[config.mk]
export PLATFORM = sky130hd
export DESIGN_NAME = mips_disp_scan
export DESIGN_NICKNAME = d
export VERILOG_FILES = /design/src/rtl/mips_disp_scan.sv
export SDC_FILE = /design/constraint.sdc
export NUM_CORES = 1
export LEC_CHECK = 0
export ABC_AREA = 1
export BUFFER_PORTS_ARGS = -buffer_cell sky130_fd_sc_hd__buf_2
export CELL_PAD_IN_SITES_DETAIL_PLACEMENT = 1
export CELL_PAD_IN_SITES_GLOBAL_PLACEMENT = 2
export CORE_MARGIN = 2
export CORE_UTILIZATION = 29
export CTS_CLUSTER_DIAMETER = 40
export DETAILED_ROUTE_END_ITERATION = 12
export GPL_ROUTABILITY_DRIVEN = 0
export PLACE_DENSITY = 0.86
export SYNTH_ARGS = -nofsm -noshare
export SYNTH_HDL_FRONTEND = slang
export SYNTH_SLANG_ARGS = --single-unit
[constraint.sdc]
create_clock -name CLK -period 3.3 [get_ports CLK]
set_clock_uncertainty 0.2 [all_clocks]
set_input_delay 0.495 -clock CLK [delete_from_list [all_inputs] [get_ports CLK]]
set_output_delay 0.495 -clock CLK [all_outputs]
set_load 0.03 [all_outputs]
[src/rtl/mips_disp_scan.sv]
// Eight-digit multiplexed hex display for a MIPS core: one debounced button cycles the
// source (PC, Instr, register read, memory read), and each frame latches one coherent word.
module mips_disp_scan #(
   parameter int SCAN_DIV = 50000,
   parameter int DEB_LEN  = 1000000
) (
   input  logic        CLK,
   input  logic        Reset,
   input  logic [31:0] PC,
   input  logic [31:0] Instr,
   input  logic [31:0] DispRegData,
   input  logic [31:0] DispMemData,
   input  logic [3:0]  Stat,
   input  logic        BtnMode,
   output logic [7:0]  AN,
   output logic [6:0]  SEG,
   output logic        DP,
   output logic [1:0]  Mode
);

   localparam int SCAN_W = (SCAN_DIV > 2) ? $clog2(SCAN_DIV) : 1;
   localparam int DEB_W  = (DEB_LEN > 2) ? $clog2(DEB_LEN) : 1;
   localparam logic [SCAN_W-1:0] SCAN_MAX = SCAN_W'(SCAN_DIV - 1);
   localparam logic [DEB_W-1:0]  DEB_MAX  = DEB_W'(DEB_LEN - 1);

   logic              sync0, sync1;
   logic              deb_level;
   logic [DEB_W-1:0]  deb_cnt;
   logic              deb_differ, deb_accept, btn_rise;

   logic [SCAN_W-1:0] scan_cnt;
   logic              tick;
   logic [2:0]        idx, idx_next;
   logic [31:0]       shadow, shadow_next, src;
   logic [3:0]        nibble;
   logic [7:0]        an_next;
   logic [6:0]        seg_next;
   logic              dp_next;

   function automatic logic [6:0] hex_glyph(input logic [3:0] n);
      case (n)
         4'h0:    hex_glyph = 7'b1000000;
         4'h1:    hex_glyph = 7'b1111001;
         4'h2:    hex_glyph = 7'b0100100;
         4'h3:    hex_glyph = 7'b0110000;
         4'h4:    hex_glyph = 7'b0011001;
         4'h5:    hex_glyph = 7'b0010010;
         4'h6:    hex_glyph = 7'b0000010;
         4'h7:    hex_glyph = 7'b1111000;
         4'h8:    hex_glyph = 7'b0000000;
         4'h9:    hex_glyph = 7'b0010000;
         4'hA:    hex_glyph = 7'b0001000;
         4'hB:    hex_glyph = 7'b0000011;
         4'hC:    hex_glyph = 7'b1000110;
         4'hD:    hex_glyph = 7'b0100001;
         4'hE:    hex_glyph = 7'b0000110;
         default: hex_glyph = 7'b0001110;
      endcase
   endfunction

   always_ff @(posedge CLK or negedge Reset) begin
      if (!Reset) begin
         sync0 <= 1'b0;
         sync1 <= 1'b0;
      end else begin
         sync0 <= BtnMode;
         sync1 <= sync0;
      end
   end

   // A new level is accepted only after DEB_LEN consecutive differing cycles.
   assign deb_differ = (sync1 != deb_level);
   assign deb_accept = deb_differ && (deb_cnt == DEB_MAX);
   assign btn_rise   = deb_accept && sync1;

   always_ff @(posedge CLK or negedge Reset) begin
      if (!Reset) begin
         deb_level <= 1'b0;
         deb_cnt   <= '0;
      end else if (!deb_differ || deb_accept) begin
         deb_level <= deb_accept ? sync1 : deb_level;
         deb_cnt   <= '0;
      end else begin
         deb_cnt   <= deb_cnt + DEB_W'(1);
      end
   end

   always_ff @(posedge CLK or negedge Reset) begin
      if (!Reset)        Mode <= 2'd0;
      else if (btn_rise) Mode <= Mode + 2'd1;
   end

   always_comb begin
      case (Mode)
         2'd0:    src = PC;
         2'd1:    src = Instr;
         2'd2:    src = DispRegData;
         default: src = DispMemData;
      endcase
   end

   assign tick = (scan_cnt == SCAN_MAX);

   always_ff @(posedge CLK or negedge Reset) begin
      if (!Reset)    scan_cnt <= '0;
      else if (tick) scan_cnt <= '0;
      else           scan_cnt <= scan_cnt + SCAN_W'(1);
   end

   // Outputs are derived from the post-update index and shadow so the new digit
   // appears on the same edge the index advances; shadow reloads only on the 7->0 wrap.
   always_comb begin
      idx_next    = idx + 3'd1;
      shadow_next = (idx == 3'd7) ? src : shadow;
      nibble      = shadow_next[{idx_next, 2'b00} +: 4];
      an_next     = ~(8'b0000_0001 << idx_next);
      seg_next    = hex_glyph(nibble);
      dp_next     = !(!idx_next[2] && Stat[idx_next[1:0]]);
   end

   always_ff @(posedge CLK or negedge Reset) begin
      if (!Reset) begin
         idx    <= 3'd7;
         shadow <= 32'd0;
         AN     <= 8'hFF;
         SEG    <= 7'h7F;
         DP     <= 1'b1;
      end else if (tick) begin
         idx    <= idx_next;
         shadow <= shadow_next;
         AN     <= an_next;
         SEG    <= seg_next;
         DP     <= dp_next;
      end
   end

endmodule
==> metrics.txt <==
Post-synth EDFFs 0; DR vias ~6000; # DRC 0; delay-heaviest family, CP simple AND/OR/NAND/NOR gates; IO Count around 150; Sw Share 0.227; Area contributors post-synth dfrtp_1, nand2_1, dfstp_2; Slew @ Worst Pin about 0.64 ns; worst skew pair latency 0.35 ns; row count roughly 50; Post-synth ARST share 1.00; Min Clock Period, post-route ~3 ns; clock network power share 0.453; TNS Setup 0 ns; core area a little under 20000 µm²; status finished clean; peak supply drop approximately 270 µV; Post-synth top flop dfrtp_1; die area 21300 µm²; initial core utilization 0.298; final hold violation count 0; share of power burned in registers 0.486; Critical Path Slowest Stage Cell dfstp_2; Worst-path clk slew approximately 0.070 ns; router iterations before antenna repair 4; crit path max fanout 26; routed wire length approximately 19000 µm; final net count between 1000 and 1500; Register Area approximately 2300 µm²; total CTS buffers 9; hpwl dp 14500 µm; Die W approximately 150 µm; Mapped Nets 984; routed vias/inst roughly 4.8; area leader, netlist dfrtp_1; CP required around 3.4 ns; Seq/Total Area, Yosys 0.397; part of the power in combinational logic 0.061; Setup WS post-layout ~0.35 ns; most common cell in the synthesized netlist nand2_1; Buffers & Inverters on Critical Path 2; Worst Hold Class in2reg; multi-input logic area just over 3000 µm²; Rel. slew slack 0.568; Gate Count Post-Synth between 800 and 900; cell count after placement around 1200; Remaining Overflow, GRT 0; first-pass GRT wire length around 32000 µm; vias in the first global route roughly 6400; Yosys cell types 36; Die Ht 146 µm; initial antenna violation count 0; max-slew violation count 0; max cap viols 0; share of cells above drive strength 1 0.231; antenna diode count 0; Longest Clk Path Bufs 2; overall power ~2300 µW; Fmax achieved between 300 and 400 MHz; critical path cell sequence ha_1 -> ha_1 -> inv_4 -> buf_4 -> nor2_1 -> nand2_1 -> nand2_1 -> nand3_1 -> nand3_1 -> nand2_1 -> ha_1 -> nand3_1 -> nor2_1 -> nor2_1 -> a21oi_1; static leakage approximately 0.0035 µW; synth warn 0; Synth top area share 0.312; CTS root buffer clkbuf_16; critical path type reg2reg; Yosys reg bits 92; clock sink count 92; Mapped Area 5850 µm²; Critical Path AT ~3.0 ns; Switch Pwr between 500 and 600 µW; CP max stage delay 0.55 ns; TritonCTS clock tree built; post-route ant nets 0; pwr dens 323 nW/µm²; number of H-tree levels 3; syn_area_per_cell 7.04 µm²; period utilization 0.894; RSZ-0062 raised after global routing no; DRT iter0 DRCs between 200 and 300; Setup crit end kind flop; CP startpoint kind flop; Total Routing Usage GR 0.184; Fill cells 2557; top post-synthesis cells by count nand2_1, nor2_1, nand3_1; setup violators final 0; largest net degree at the start of global routing between 40 and 50; Internal between 1500 and 2000 µW; Placement Setup Slack approximately 0.30 ns; Routed wire per std cell about 15 µm; Finished Layout Cells roughly 1200; synth-to-layout area growth 23.5%; IO Port Bufs ~150
-- kinds of logic (layout without fill, tap and decap cells) --
family,Yosys count,in the layout,synth area share
buf+inv,93,245,0.0736
flops,92,92,0.397
mux,2,2,0.00385
simple gates,472,472,0.341
fa+ha+maj,18,18,0.0385
compound gates,142,142,0.127
xor+xnor,12,12,0.0180
-- path summary, 6_finish.rpt --
kind | startpoint | to | slack (ns) | depth (start not counted)
max in group asynchronous | Reset | SEG[1]$_DFFE_PN1N_ | 1.67 | 3
max | idx[1]$_DFFE_PN1N_ | SEG[1]$_DFFE_PN1N_ | 0.35 | 15
max reg2reg | idx[1]$_DFFE_PN1N_ | SEG[1]$_DFFE_PN1N_ | 0.35 | 15
min | BtnMode | sync0$_DFF_PN0_ | 0.04 | 1
min reg2reg | sync0$_DFF_PN0_ | sync1$_DFF_PN0_ | 0.16 | 0
min in group asynchronous | Reset | deb_cnt[16]$_DFF_PN0_ | 0.49 | 2
-- flip-flops by register name (all words and copies together), names as in the netlist --
register	cells
sync1	1
sync0	1
idx	3
deb_cnt	20
scan_cnt	16
AN	8
SEG	7
deb_level	1
Mode	2
shadow	32
DP	1
-- per-stage QoR --
step | area [µm²] | util | hold slack [ns]
global route | 7230 | 0.368 | 0.0275
global placement | 6910 | 0.352 | 0.145
floorplan | 5850 | - | -0.000591
finish | 7230 | 0.368 | 0.0420
detailed placement | 6910 | 0.352 | 0.138
CTS | 7220 | 0.368 | 0.0295
-- per-layer routing --
| layer | track usage | wire length [µm] | up-vias |
|---|---|---|---|
| li1 | - | - | 3004 |
| met1 | 0.222 | 8610 | 2881 |
| met2 | 0.340 | 9780 | 72 |
| met3 | 0.0331 | 480 | 27 |
| met4 | 0.0451 | 310 | 0 |
| met5 | 0 | 0 | - |
-- what timing repair did --
action	in CTS	in global routing
hold buffers	1	0
buffers inserted	0	0
setup endpoints to repair	0	1
gates resized for setup	0	2
endpoints found under the hold margin	44	0
-- power groups by stage --
| stage | registers (µW) | clock network (µW) | logic, µW |
|---|---|---|---|
| 2_1_floorplan | 1160 | 0 | 31.1 |
| 3_5_place_dp | 1160 | 0 | 146 |
| 3_3_place_gp | 1160 | 0 | 145 |
| 6_report | 1140 | 1060 | 144 |
| 4_1_cts | 1140 | 1090 | 148 |
| 5_1_grt | 1140 | 1140 | 165 |
-- cells in the final DEF, fill, tap and decap left out, drive strengths merged, types with 14 or more instances in the layout --
cell type,instances
nand2,252
buf,172
nor2,108
nand3,78
dfrtp,73
o21ai,63
a21oi,60
inv,55
dfstp,19
ha,18
nand4,14
clkbuf,14
-- final cells by class --
| cell class | count | share of cell area |
|---|---|---|
| clock inverter | 2 | 0.00225 |
| tap | 265 | 0.0459 |
| multi-input combinational | 646 | 0.428 |
| inverter | 56 | 0.0294 |
| clock buffer | 14 | 0.0393 |
| sequential | 92 | 0.322 |
| timing repair buffer | 173 | 0.133 |
-- worst register-to-register path, delay by kind of cell (launching register included) --
kind	cells	cell delay [ns]
AO/OA/AOI/OAI	1	0.15
flip-flops	1	0.55
AND/OR/NAND/NOR	9	0.89
buffers and inverters	2	0.36
adder cells (fa/ha/maj)	3	0.72
(Power assumes the default switching activity.)
